===== src/rtl/aes128_pkg.sv =====
// Shared definitions for the AES-128 round controller.
//   state_e   : controller FSM states
//   NR_AES128 : number of rounds for a 128-bit key
//   RK_IDX_W  : width of round-key index and round number buses
package aes128_pkg;

  localparam int NR_AES128 = 10;
  localparam int RK_IDX_W  = 4;

  typedef enum logic [2:0] {
    ST_IDLE,
    ST_WAITKEY,
    ST_INIT,
    ST_ROUND,
    ST_LAST,
    ST_OUT
  } state_e;

endpackage


===== src/rtl/aes128_round_ctrl.sv =====
// AES-128 round sequencer. Steps the external datapath through the initial
// AddRoundKey, NR-1 full rounds and the final (MixColumns-bypassed) round,
// then holds the result valid until the downstream handshake.
// Ports:
//   i_Clk, i_Rst        : clock, synchronous active-high reset
//   i_Valid / o_Ready   : block offer / controller idle (accept handshake)
//   i_fDec              : mode of offered block, latched on accept -> o_fDec
//   i_KeyRdy            : key store holds a valid round-key set; low stalls
//   o_StateLd           : load input block into state register (accept cycle)
//   o_StateEn           : capture round result into state register
//   o_RkIdx, o_Round    : round-key index and current round number
//   o_fFirst            : AddRoundKey-only initial step
//   o_fMixBypass        : final round, MixColumns bypassed
//   o_Valid / i_Ready   : result valid / downstream accept
//   o_Busy              : any state other than idle
module aes128_round_ctrl
  import aes128_pkg::*;
#(
  parameter int NR = NR_AES128
) (
  input  logic                i_Clk,
  input  logic                i_Rst,
  input  logic                i_Valid,
  output logic                o_Ready,
  input  logic                i_fDec,
  input  logic                i_KeyRdy,
  output logic                o_StateLd,
  output logic                o_StateEn,
  output logic [RK_IDX_W-1:0] o_RkIdx,
  output logic [RK_IDX_W-1:0] o_Round,
  output logic                o_fFirst,
  output logic                o_fMixBypass,
  output logic                o_fDec,
  output logic                o_Valid,
  input  logic                i_Ready,
  output logic                o_Busy
);

  localparam logic [RK_IDX_W-1:0] NR_L = RK_IDX_W'(NR);

  state_e              state_reg, state_next;
  logic [RK_IDX_W-1:0] round_reg, round_next;
  logic                dec_reg, dec_next;
  logic                round_act;  // INIT/ROUND/LAST: round-key bus is live

  always_ff @(posedge i_Clk) begin
    if (i_Rst) begin
      state_reg <= ST_IDLE;
      round_reg <= '0;
      dec_reg   <= 1'b0;
    end else begin
      state_reg <= state_next;
      round_reg <= round_next;
      dec_reg   <= dec_next;
    end
  end

  always_comb begin
    state_next   = state_reg;
    round_next   = round_reg;
    dec_next     = dec_reg;
    o_Ready      = 1'b0;
    o_Busy       = 1'b1;
    o_StateLd    = 1'b0;
    o_StateEn    = 1'b0;
    o_fFirst     = 1'b0;
    o_fMixBypass = 1'b0;
    o_Valid      = 1'b0;
    round_act    = 1'b0;

    case (state_reg)
      ST_IDLE: begin
        o_Ready = 1'b1;
        o_Busy  = 1'b0;
        if (i_Valid) begin
          o_StateLd  = 1'b1;
          dec_next   = i_fDec;
          round_next = '0;
          state_next = i_KeyRdy ? ST_INIT : ST_WAITKEY;
        end
      end

      ST_WAITKEY: begin
        if (i_KeyRdy) state_next = ST_INIT;
      end

      ST_INIT: begin
        round_act = 1'b1;
        o_fFirst  = 1'b1;
        if (i_KeyRdy) begin
          o_StateEn = 1'b1;
          // A single-round configuration skips straight to the final round.
          if (NR_L == RK_IDX_W'(1)) begin
            round_next = NR_L;
            state_next = ST_LAST;
          end else begin
            round_next = RK_IDX_W'(1);
            state_next = ST_ROUND;
          end
        end
      end

      ST_ROUND: begin
        round_act = 1'b1;
        if (i_KeyRdy) begin
          o_StateEn = 1'b1;
          // >= keeps the counter bounded by NR even if it were ever corrupted.
          if (round_reg >= NR_L - RK_IDX_W'(1)) begin
            round_next = NR_L;
            state_next = ST_LAST;
          end else begin
            round_next = round_reg + RK_IDX_W'(1);
          end
        end
      end

      ST_LAST: begin
        round_act    = 1'b1;
        o_fMixBypass = 1'b1;
        if (i_KeyRdy) begin
          o_StateEn  = 1'b1;
          round_next = '0;
          state_next = ST_OUT;
        end
      end

      ST_OUT: begin
        o_Valid = 1'b1;
        if (i_Ready) state_next = ST_IDLE;
      end

      default: begin
        state_next = ST_IDLE;
        round_next = '0;
      end
    endcase
  end

  // round_reg is 0 in INIT and NR in LAST, so one expression covers all
  // three active states; decrypt walks the key schedule backwards.
  assign o_Round = round_act ? round_reg : '0;
  assign o_RkIdx = round_act ? (dec_reg ? (NR_L - round_reg) : round_reg) : '0;
  assign o_fDec  = dec_reg;

endmodule


===== config.mk =====
export PLATFORM = sky130hd
export DESIGN_NAME = aes128_round_ctrl
export DESIGN_NICKNAME = d
export VERILOG_FILES = /design/src/rtl/aes128_pkg.sv /design/src/rtl/aes128_round_ctrl.sv
export SDC_FILE = /design/constraint.sdc
export NUM_CORES = 1
export LEC_CHECK = 0
export CAP_MARGIN = 20
export CORE_ASPECT_RATIO = 1.4
export CORE_MARGIN = 1.5
export CORE_UTILIZATION = 31
export CTS_BUF_LIST = sky130_fd_sc_hd__clkbuf_8
export DETAILED_ROUTE_END_ITERATION = 10
export PLACE_DENSITY_LB_ADDON = 0.2
export SLEW_MARGIN = 5
export SYNTH_ARGS = -nofsm -noshare
export SYNTH_HDL_FRONTEND = slang
export SYNTH_SLANG_ARGS = --single-unit

===== constraint.sdc =====
create_clock -name i_Clk -period 4.6 [get_ports i_Clk]
set_input_delay 0.92 -clock i_Clk [delete_from_list [all_inputs] [get_ports i_Clk]]
set_output_delay 0.92 -clock i_Clk [all_outputs]
set_load 0.02 [all_outputs]

==> qor.yml <==
final-max-slew-violation-count: 0
synth_top_cells_by_area: "sky130_fd_sc_hd__dfxtp_1 22%, sky130_fd_sc_hd__a21oi_1 7.4%, sky130_fd_sc_hd__ha_1 6.7%"
final_nets: 127
fraction_of_post_synthesis_cell_area_in_the_top_cell_type_by_area_pct: 21.55
max-cap-violations: 0
layout_worst_path_cycle_share_pct: 70.38
max-vdd-ir-drop_v: 0.0001927
timing.setup.tns_ns: 0
tritoncts: "yes"
post_synthesis_instance_total: 99
mappedNetlistArea_um2: 743.2
drive_gt1_share_pct: 8.696
core_area_um2: 2227
dieWidth_um: 44.38
unrepaired_setup_endpoints_after_global_routing: "false"
vias: 768
numPortBuffers: 21
setup-violations-final: 0
grt_util_met3_pct: 2.679
yosysUniqueCellTypes: 39
clock_path_buffers: 2
syn-num-nets: 109
drc: 0
worst_slew_margin_rel_pct: 62.93
postRouteWirelength_um: 1840
detailedPlacementHpwl_um: 1368
finalClockSkew_ns: 0.01052
start_util_pct: 33.37
root_buffer: "sky130_fd_sc_hd__clkbuf_8"
gp_congestion: 0.7530
antennaDiodeCount: 0
p_leak_uw: 0.0003447
synth_area_per_cell_um2: 7.507
kind_of_end_point_of_the_critical_path: "primary output"
startpoint_type: "input port"
hold_path_class: "flop to flop"
first_pass_iters: 7
timing.critical_path.arrival_ns: 2.32
via_per_inst: 5.606
grt_first_pass_wirelength_um: 3236
crit_path_start: "i_KeyRdy"
post-cts-setup-buffers: 0
crit_fanout: 8
synth_top_cell_by_area: "sky130_fd_sc_hd__dfxtp_1"
crit-reg2reg-launch: "round_reg[1]"
grt_antenna_before_repair: 0
start_to_end_type_of_the_worst_setup_path: "input port to primary output"
cts_made_buffers: 3
io_pins: 22
cts_hold_repair.buffers: 0
clock_sink_count: 8
grt_pass1_vias: 701
post_drt_wl_per_cell_um: 13.43
clock_latency_of_the_later_clocked_register_in_the_worst_skew_pair_ns: 0.24
htree_levels: 1
largest_register_ff_count: 4
global_route.peak_usage_layer: "met2"
drt_first_iter_violations: 21
grt.met2_usage_pct: 26.89
report.final.hold_viol_count: 0
ys_ff_latch: 8
synth-main-ff-cell: "sky130_fd_sc_hd__dfxtp_1"
maxClockFrequency_ghz: 0.3089
global_route.usage.met1_pct: 19.96
antenna_violating_nets_post_route: 0
track_usage_pct: 16.31
worst_ep_required_time_ns: 3.68
largest_net_degree_at_the_start_of_global_routing: 18
post_cts_sizing: 0
cell_area_reported_after_detailed_placement_um2: 939.7
global_route.overflow_total: 0
synth_edf_count: 0
pre_cts_slack_ns: 1.353
die_area_um2: 2704
synth_seq_area_share_pct: 21.55
final_core_occ_pct: 44.04
layout-area-overhead-vs-synth_pct: 31.99
worst_hold_startpoint: "round_reg[1]"
max_slew.worst_pin.slew_ns: 0.5561
floorplan.rows: 20
p_per_area_nw_per_um2: 348.0
clock_period_minus_worst_slack_ns: 3.237
cts.clk_slew.worst_paths_ns: 0.04
final_design_area_no_fill_um2: 980.9
die_height_um: 60.94
synth_warn: 0
post-route-worst-setup-slack_ns: 1.363
fin_hold_ws_ns: 0.5638
async_reset_ff_share_pct: 0
outcome: "finished, final reports clean"
-- layer usage --
metal  routed length (µm)  part of all wire [%]
met5                    0                     0
met1                  812                    44
met3                   72                   3.9
met4                   45                   2.4
met2                  909                    49
-- critical path: stages --
cell	delay, ns
sky130_fd_sc_hd__clkdlybuf4s50_1	0.62
sky130_fd_sc_hd__nor2b_1	0.17
sky130_fd_sc_hd__clkdlybuf4s50_1	0.61
-- cells in the final DEF, fill, tap and decap left out, types with 2 or more instances in the layout --
master | netlist | final
sky130_fd_sc_hd__nand2_1 | 3 | 3
sky130_fd_sc_hd__ha_1 | 4 | 4
sky130_fd_sc_hd__o31ai_1 | 2 | 2
sky130_fd_sc_hd__and2_1 | 2 | 2
sky130_fd_sc_hd__or4_1 | 3 | 3
sky130_fd_sc_hd__nor2_1 | 7 | 7
sky130_fd_sc_hd__dfxtp_1 | 8 | 8
sky130_fd_sc_hd__a211oi_1 | 5 | 5
sky130_fd_sc_hd__clkbuf_8 | 0 | 3
sky130_fd_sc_hd__clkdlybuf4s50_1 | 0 | 21
sky130_fd_sc_hd__o21bai_1 | 2 | 2
sky130_fd_sc_hd__nor3_1 | 5 | 5
sky130_fd_sc_hd__mux2i_1 | 2 | 2
sky130_fd_sc_hd__inv_1 | 7 | 7
sky130_fd_sc_hd__a21oi_1 | 11 | 11
sky130_fd_sc_hd__nand3b_1 | 2 | 2
sky130_fd_sc_hd__nor2b_1 | 3 | 3
sky130_fd_sc_hd__or3b_2 | 2 | 2
sky130_fd_sc_hd__o21ai_0 | 4 | 4
sky130_fd_sc_hd__nand3_1 | 2 | 2
-- metrics by stage --
| stage | instances | power, µW |
|---|---|---|
| after floorplan | 99 | 204.0 |
| after global placement | 134 | 251.6 |
| after detailed placement | 134 | 253.4 |
| after CTS | 137 | 344.2 |
| after global routing | 137 | 364.5 |
| final | 137 | 341.4 |
-- path summary, 6_finish.rpt --
kind                        to  depth (start not counted)  slack (ns)
setup reg to reg  round_reg[2]                          6        2.62
setup / recovery     o_StateEn                          3        1.36
hold / removal    round_reg[1]                          2        0.56
hold reg to reg   round_reg[1]                          2        0.56
-- Yosys cell counts, drive strengths merged (3+ instances only) --
cell,n
nor2,8
dfxtp,8
nor3,5
clkbuf,5
nand2,3
nor2b,4
a211oi,5
or4,3
ha,4
inv,8
buf,3
o21ai,4
a21oi,11
or3b,3
-- where the power goes --
group          internal [µW]  leakage [µW]  switching [µW]
logic                   70.4      0.000258            81.1
clock network           57.1     0.0000216            32.6
registers               76.9     0.0000651            23.2
total                    204      0.000345             137
-- cell type report --
type	count	area, µm²
Multi-Input combinational cell	75	511.7
Inverter	8	30.03
Sequential cell	8	160.2
Clock buffer	3	41.29
Timing Repair Buffer	21	210.2
Fill cell	235	1246
Tap cell	22	27.53
-- logic make-up (layout without fill, tap and decap cells) --
group	Yosys count	after routing	synth area share, %
simple gates	37	37	29.63
compound gates	30	30	27.44
buf+inv	16	32	9.596
flops	8	8	21.55
fa+ha+maj	4	4	6.734
xor+xnor	2	2	2.357
mux	2	2	2.694
Power figures use the tool's default switching activity.
